File: config.mk
export PLATFORM = sky130hd
export DESIGN_NAME = ex_stage
export DESIGN_NICKNAME = d
export VERILOG_FILES = /design/src/rtl/ex_stage.sv
export SDC_FILE = /design/constraint.sdc
export NUM_CORES = 1
export LEC_CHECK = 0
export ABC_CLOCK_PERIOD_IN_PS = 7300
export CAP_MARGIN = 20
export CORE_ASPECT_RATIO = 0.7
export CORE_MARGIN = 2
export CORE_UTILIZATION = 39
export CTS_CLUSTER_SIZE = 24
export DETAILED_ROUTE_END_ITERATION = 16
export PLACE_DENSITY = 0.58
export SETUP_SLACK_MARGIN = 0.02
export SLEW_MARGIN = 10
export SYNTH_ARGS = -nofsm -noshare
export SYNTH_HDL_FRONTEND = slang
export SYNTH_SLANG_ARGS = --single-unit
export TNS_END_PERCENT = 1
File: constraint.sdc
create_clock -name clk -period 7.3 [get_ports clk]
set_input_delay 1.46 -clock clk [delete_from_list [all_inputs] [get_ports clk]]
set_output_delay 1.46 -clock clk [all_outputs]
set_load 0.03 [all_outputs]
File: src/rtl/ex_stage.sv
// Execute stage of the RV32I pipeline: forwarding muxes, ALU, and branch/jump
// resolution, with everything registered into the EX/MEM pipeline register.
module ex_stage #(
   parameter int XLEN = 32
) (
   input  logic            clk,
   input  logic            rst,
   input  logic            id_valid,
   input  logic [XLEN-1:0] id_pc,
   input  logic [XLEN-1:0] id_rs1_data,
   input  logic [XLEN-1:0] id_rs2_data,
   input  logic [XLEN-1:0] id_imm,
   input  logic [4:0]      id_rd,
   input  logic [2:0]      id_funct3,
   input  logic [3:0]      id_alu_control,
   input  logic            id_alu_src,
   input  logic            id_a_pc,
   input  logic            id_branch,
   input  logic            id_jal,
   input  logic            id_jalr,
   input  logic            id_mem_read,
   input  logic            id_mem_write,
   input  logic            id_reg_write,
   input  logic            id_mem_to_reg,
   input  logic [1:0]      fwd_a,
   input  logic [1:0]      fwd_b,
   input  logic [XLEN-1:0] wb_data,
   input  logic            stall,
   input  logic            flush,
   output logic            mem_valid,
   output logic [XLEN-1:0] mem_alu_result,
   output logic [XLEN-1:0] mem_store_data,
   output logic [4:0]      mem_rd,
   output logic [2:0]      mem_funct3,
   output logic            mem_mem_read,
   output logic            mem_mem_write,
   output logic            mem_reg_write,
   output logic            mem_mem_to_reg,
   output logic            mem_redirect,
   output logic [XLEN-1:0] mem_redirect_pc
);

   localparam logic [3:0] ALU_AND  = 4'b0000;
   localparam logic [3:0] ALU_OR   = 4'b0001;
   localparam logic [3:0] ALU_ADD  = 4'b0010;
   localparam logic [3:0] ALU_SUB  = 4'b0110;
   localparam logic [3:0] ALU_SLT  = 4'b0111;
   localparam logic [3:0] ALU_XOR  = 4'b1000;
   localparam logic [3:0] ALU_SLL  = 4'b1001;
   localparam logic [3:0] ALU_SLTU = 4'b1010;
   localparam logic [3:0] ALU_SRL  = 4'b1011;
   localparam logic [3:0] ALU_SRA  = 4'b1100;

   logic [XLEN-1:0] a_fwd, b_fwd, op_a, op_b, alu_result;
   logic [XLEN-1:0] link_addr, target, result;
   logic [4:0]      shamt;
   logic            taken, redirect;

   // Forwarding reads mem_alu_result as currently held, so a stalled EX/MEM
   // register keeps feeding its value back.
   always_comb begin
      case (fwd_a)
         2'b01:   a_fwd = wb_data;
         2'b10:   a_fwd = mem_alu_result;
         default: a_fwd = id_rs1_data;
      endcase
      case (fwd_b)
         2'b01:   b_fwd = wb_data;
         2'b10:   b_fwd = mem_alu_result;
         default: b_fwd = id_rs2_data;
      endcase
   end

   assign op_a  = id_a_pc ? id_pc : a_fwd;
   assign op_b  = id_alu_src ? id_imm : b_fwd;
   assign shamt = op_b[4:0];

   always_comb begin
      alu_result = '0;
      case (id_alu_control)
         ALU_AND:  alu_result = op_a & op_b;
         ALU_OR:   alu_result = op_a | op_b;
         ALU_ADD:  alu_result = op_a + op_b;
         ALU_SUB:  alu_result = op_a - op_b;
         ALU_XOR:  alu_result = op_a ^ op_b;
         ALU_SLT:  alu_result = {{(XLEN-1){1'b0}}, $signed(op_a) < $signed(op_b)};
         ALU_SLTU: alu_result = {{(XLEN-1){1'b0}}, op_a < op_b};
         ALU_SLL:  alu_result = op_a << shamt;
         ALU_SRL:  alu_result = op_a >> shamt;
         ALU_SRA:  alu_result = $unsigned($signed(op_a) >>> shamt);
         default:  alu_result = '0;
      endcase
   end

   // Branch condition is read off the ALU output: SUB for EQ/NE, SLT/SLTU for the rest.
   always_comb begin
      taken = 1'b0;
      case (id_funct3)
         3'b000:  taken = (alu_result == '0);
         3'b001:  taken = (alu_result != '0);
         3'b100,
         3'b110:  taken = alu_result[0];
         3'b101,
         3'b111:  taken = ~alu_result[0];
         default: taken = 1'b0;
      endcase
   end

   assign link_addr = id_pc + XLEN'(4);
   assign target    = id_jalr ? ((a_fwd + id_imm) & {{(XLEN-1){1'b1}}, 1'b0})
                              : (id_pc + id_imm);
   assign result    = (id_jal | id_jalr) ? link_addr : alu_result;
   assign redirect  = id_valid & ((id_branch & taken) | id_jal | id_jalr);

   // mem_valid marks a real instruction; stall holds the slot, flush turns it
   // into a bubble (controls cleared, data kept), and flush beats stall.
   always_ff @(posedge clk) begin
      if (rst) begin
         mem_valid       <= 1'b0;
         mem_alu_result  <= '0;
         mem_store_data  <= '0;
         mem_rd          <= '0;
         mem_funct3      <= '0;
         mem_mem_read    <= 1'b0;
         mem_mem_write   <= 1'b0;
         mem_reg_write   <= 1'b0;
         mem_mem_to_reg  <= 1'b0;
         mem_redirect    <= 1'b0;
         mem_redirect_pc <= '0;
      end else if (flush) begin
         mem_valid      <= 1'b0;
         mem_mem_read   <= 1'b0;
         mem_mem_write  <= 1'b0;
         mem_reg_write  <= 1'b0;
         mem_mem_to_reg <= 1'b0;
         mem_redirect   <= 1'b0;
      end else if (!stall) begin
         mem_valid       <= id_valid;
         mem_alu_result  <= result;
         mem_store_data  <= b_fwd;
         mem_rd          <= id_rd;
         mem_funct3      <= id_funct3;
         mem_mem_read    <= id_mem_read & id_valid;
         mem_mem_write   <= id_mem_write & id_valid;
         mem_reg_write   <= id_reg_write & id_valid;
         mem_mem_to_reg  <= id_mem_to_reg & id_valid;
         mem_redirect    <= redirect;
         mem_redirect_pc <= target;
      end
   end

endmodule

-- Yosys cells after proc, flatten, opt, wreduce, memory -nomap -nowiden
Index checks and enable logic that the tools add are counted.
- register bits after elaboration: 110
- bits of input ports: 190
- output and inout port bits: 110
- word-level logic and storage cells: 70
- $add $sub $neg: 5
- $lt $le $gt $ge: 2
- equal/unequal tests: 18
- shifts and indexed selects: 3
- mux-type cells: 8
- bitwise logic cells: 15
- reduce and logical (&&, ||, !) cells: 8
- operators by type and width (operator ; number):
    $pmux W32 S10 ; 1
    $mux W32 ; 4
    $pmux W32 S2 ; 2
    $add A32 B32 Y32 ; 3
    $lt A32 B32 Y1 ; 2
    $add A32 B3 Y32 const B ; 1
    $and A32 B32 Y32 ; 1
    $logic_not A32 Y1 ; 1
    $or A32 B32 Y32 ; 1
    $reduce_bool A32 Y1 ; 1
    $shl A32 B5 Y32 ; 1
    $shr A32 B5 Y32 ; 1
    $sshr A32 B5 Y32 ; 1
    $sub A32 B32 Y32 ; 1
    $xor A32 B32 Y32 ; 1
    $eq A4 B4 Y1 const B ; 5
    $eq A3 B3 Y1 const B ; 4
    $eq A4 B3 Y1 const B ; 2
    $and A1 B1 Y1 ; 6
    $reduce_or A2 Y1 ; 3
    $eq A2 B1 Y1 const B ; 2
    $eq A2 B2 Y1 const B ; 2
    $eq A4 B1 Y1 const B ; 1
    $eq A4 B2 Y1 const B ; 1
    7 further kinds ; 11

-- Depth between registers and ports, before layout
- word-level depth: 11
- mapped depth: 25
- gate-level depth less buffers: 21

-- Worst setup path after synthesis
OpenSTA, ideal clock, no wires.
- kind: input-to-reg
- start: input port fwd_b[0]
- end: register mem_redirect
- setup time: 79 ps
- arrival: 6710 ps
- required time: 7221 ps
- slack: 511 ps
- cell stages on the path: 22
- buffers on the path: 4
- cell sequence: inv_1 > ha_1 > buf_2 > a221oi_1 > o31a_1 > clkbuf_1 > buf_1 > buf_1 > ha_1 > nor3_1 > or4_1 > a21oi_2 > a2111oi_2 > and4bb_1 > or4_4 > a41oi_2 > o21ai_1 > mux2_4 > nor4_4 > nand3_1 > or4b_1 > o211ai_1
- longest elaborated chain between the ends: 11
- elaborated cells on any way between the ends: 23
- classes of those cells: 2 x add/sub; 2 x order compare; 2 x eq/ne; 3 x shift; 4 x mux; 8 x bitwise; 2 x reduce/logical
- ends and longest elaborated chain (element ; RTL line ; RTL):
    start, declared ; 26 ; input logic [1:0] fwd_b,
    $eq A2 B2 Y1 or $eq A2 B1 Y1 (tied branches) ; 67 ; case (fwd_b)
    $pmux W32 S2 (*) ; 67 ;
    $mux W32 (*) ; 75 ; assign op_b = id_alu_src ? id_imm : b_fwd;
    $sub A32 B32 Y32 (tied with other cells) ; 84 ; ALU_SUB: alu_result = op_a - op_b;
    $pmux W32 S10 (*) ; 80 ; case (id_alu_control)
    $reduce_bool A32 Y1 (tied with other cells) ; 100 ; 3'b001: taken = (alu_result != '0);
    $pmux W1 S4 (*) ; 98 ; case (id_funct3)
    $and A1 B1 Y1 (*) ; 113 ; assign redirect = id_valid & ((id_branch & taken) | id_jal | id_jalr);
    $or A1 B1 Y1 (*) (2 in a row) ; 113 ;
    $and A1 B1 Y1 (*) ; 113 ;
    end signal, assigned ; 147 ; mem_redirect <= redirect;
    end, declared ; 39 ; output logic mem_redirect,
Every way passes the cells marked *; elsewhere a longest branch is shown, timed or not.
A chain may end at the register's enable or synchronous reset.

-- Final worst setup path
- start: input port fwd_a[0]
- end: register mem_redirect
- longest elaborated chain between the ends: 11
- elaborated cells on any way between the ends: 23
- classes of those cells: 2 x add/sub; 2 x order compare; 2 x eq/ne; 3 x shift; 4 x mux; 8 x bitwise; 2 x reduce/logical
- ends and longest elaborated chain (element ; RTL line ; RTL):
    start, declared ; 25 ; input logic [1:0] fwd_a,
    $eq A2 B2 Y1 or $eq A2 B1 Y1 (tied branches) ; 62 ; case (fwd_a)
    $pmux W32 S2 (*) ; 62 ;
    $mux W32 (*) ; 74 ; assign op_a = id_a_pc ? id_pc : a_fwd;
    $sub A32 B32 Y32 (tied with other cells) ; 84 ;
    $pmux W32 S10 (*) ; 80 ;
    $reduce_bool A32 Y1 (tied with other cells) ; 100 ;
    $pmux W1 S4 (*) ; 98 ;
    $and A1 B1 Y1 (*) ; 113 ;
    $or A1 B1 Y1 (*) (2 in a row) ; 113 ;
    $and A1 B1 Y1 (*) ; 113 ;
Marks and branches as above.

==> impl_metrics.csv <==
group,metric,value,unit
yosys,yosys-top-cells-count,"nor2_1 (335), a21oi_1 (286), nand2_1 (284), ha_1 (173), o21ai_0 (155)",
global_route,grt_pass1_wl,165000,µm
yosys,ys_warn_count,0,
worst_setup_path,cp_max_fo,8,
cts,clk_pin_slew,0.09,ns
timing,holdWs,0.454,ns
placement,dp_hpwl,93700,µm
yosys,syn_inst,2850,
min_path,hold_class,"flop to flop",
placement,pre_cts_ws,-0.0678,ns
power,irDropWorstVdd,0.101,mV
cts,cts_tree,"built",
worst_setup_path,worstSetupPathType,"input port to flop",
drt,ant_nets,0,
power,p_leak,10.9,nW
timing,setup_ws,0.206,ns
final_layout,fin_cells,4004,
yosys,synth_area_leaders,"dfxtp_1 (11%), ha_1 (11%), a21oi_1 (7.2%), mux2i_1 (6.3%), nor2_1 (6.3%)",
worst_setup_path,crit_required,7.62,ns
timing,setup_viol,0,
floorplanning,rows,69,
yosys,synth_edf_count,0,
final_layout,multiInputGateArea,0.0165,mm²
worst_setup_path,cp_cell_sequence,"clkdlybuf4s50_1 -> inv_1 -> ha_1 -> nor2b_1 -> o31a_2 -> inv_1 -> ha_1 -> fa_1 -> nand2b_1 -> a2111oi_1 -> buf_4 -> nor3_1 -> o41ai_1 -> a21oi_1 -> o31ai_1 -> nand4_1 -> nor3_1 -> nand4_1 -> nor4_1 -> buf_4 -> nand4_1 -> or4b_1 -> o211ai_1",
worst_setup_path,critPathArrivalTime,7.41,ns
timing,hold_viol,0,
drt,drt-pass1-iter-count,9,
global_route,grt_pass1_vias,24598,
timing,fin_setup_tns,0,ns
timing,relSlewSlack,19.3,%
floorplanning,start_util,39.5,%
cts,cts_made_buffers,9,
timing,finalCriticalPeriod,7.09,ns
yosys,ys_ff_latch,110,
placement,placedInstanceArea,0.0259,mm²
timing,fmax,141,MHz
final_layout,syn_to_final_growth,30.9,%
timing,fin_skew,0.0120,ns
power,power,4.33,mW
floorplanning,die_area,0.0532,mm²
yosys,yosysTopAreaCell,"dfxtp_1",
floorplanning,dieHeight,194,µm
worst_setup_path,slowest_stage,"or4b_1",
cts,cts-root-buf,"clkbuf_16",
drt,drt_iter0_markers,4069,
drt,via_per_inst,6.58,
final_layout,final_util,51.7,%
floorplanning,io_pins,300,
yosys,synth_flop_cell,"dfxtp_1",
yosys,netlist.area_leader.share,11.0,%
yosys,synth_async_sr_flop_share,0,%
global_route,grt-ovfl-total,0,
yosys,synth.distinct_cells,108,
cts,clock-sinks,110,
worst_setup_path,worstSetupStartpointType,"input port",
yosys,syn_area,0.0200,mm²
final_layout,top_regs,"mem_alu_result: 32 flops, mem_redirect_pc: 32 flops, mem_store_data: 32 flops",
placement,numPortBuffers,299,
final_layout,design_area,0.0262,mm²
yosys,syn-num-nets,3217,
floorplanning,fp.dieW,275,µm
placement,dp_cells,3984,
timing,worstMarginPinSlew,1.21,ns
final_layout,seqCellArea,0.00220,mm²
cts,clk_latency,0.39,ns
floorplanning,core-area,0.0507,mm²
yosys,yosysSeqAreaShare,11.0,%
cts,holdBufCountCts,0,
global_route,grt_usage,41.5,%
worst_setup_path,critPathMaxStageDelay,0.56,ns
worst_setup_path,end_kind,"flop",
worst_setup_path,cp_common_cell,"nand4_1",
drt,wire_per_inst,28.7,µm
global_route,grt_max_degree,76,
drt,vias,26342,
timing,grt_setup_unrepaired,"no",
timing,period_share,97.2,%
cts,cts_buffer_depth,2,
drt,drc,0,
job,cap_violations,0,
global_route,antenna_found_initial,3,
placement,place_congestion,1.16,
cts,htreeDepth,3,
timing,maxSlewViolCount,0,
power,power_density,165,mW/mm²
status,status,"completed",
final_layout,fillers,4942,
final_layout,drive_gt1_share,15.6,%
final_layout,layout.nets,3689,
yosys,synth.most_common_cell,"nor2_1",
drt,routed_wl,115000,µm
yosys,avgSynthCellArea,7.02,µm²
cell type report:
cell class | count | area share (%)
flip-flops and latches | 110 | 8.41
clock buffers | 10 | 0.912
multi-input cells | 2423 | 62.9
inverters | 117 | 1.72
well taps | 674 | 3.22
repair buffers | 661 | 22.6
clock inverters | 6 | 0.210
diodes | 3 | 0.0287
critical path, delay by kind of cell:
family	cells	cell delay, ns
fa+ha+maj	3	0.86
buf+inv	5	1.04
simple gates	9	2.13
compound gates	6	1.92
worst paths after layout:
path                           from           end  slack (ns)  cells after the start
setup / recovery           fwd_a[0]  mem_redirect        0.21                     23
hold / removal            mem_rd[2]     mem_rd[2]        0.45                      2
setup reg to reg  mem_alu_result[2]  mem_redirect        1.81                     19
hold reg to reg           mem_rd[2]     mem_rd[2]        0.45                      2
layer usage:
layer | global-route usage (%) | share of wire (%) | vias to the layer above
li1 | - | - | 11534
met1 | 58.4 | 43 | 12729
met2 | 58.4 | 40 | 1821
met3 | 14.4 | 13 | 256
met4 | 13.1 | 3.6 | 2
met5 | 0 | 0.011 | -
placed cells by master, fill, tap and decap left out, types with 59 or more instances in the layout:
| cell | synthesis | routed |
|---|---|---|
| buf_4 | 8 | 344 |
| nor2_1 | 335 | 332 |
| clkdlybuf4s50_1 | 0 | 295 |
| a21oi_1 | 286 | 286 |
| nand2_1 | 284 | 284 |
| ha_1 | 173 | 172 |
| o21ai_0 | 155 | 155 |
| mux2i_1 | 126 | 126 |
| dfxtp_1 | 110 | 110 |
| inv_1 | 98 | 98 |
| nor3_1 | 88 | 87 |
| nand3_1 | 68 | 68 |
| nand2b_1 | 63 | 62 |
| o211ai_1 | 59 | 59 |
power by group:
group          internal (mW)  leakage, nW  switching (mW)
Sequential             0.635        0.900          0.0314
Combinational           1.22         9.82            1.91
Clock                  0.248        0.139           0.281
Total                   2.10         10.9            2.23
timing repair:
item,in CTS,in global routing
setup endpoints to repair,0,1
gates resized for setup,0,4
setup buffers,0,0
cells by family after synthesis:
family	Yosys count	synth area share (%)
compound gates	995	35.2
xor+xnor	97	4.25
fa+ha+maj	177	11.2
buf+inv	317	6.92
flops	110	11.0
mux	169	8.94
simple gates	985	22.5
No activity file was read; power rests on OpenSTA's default activity.
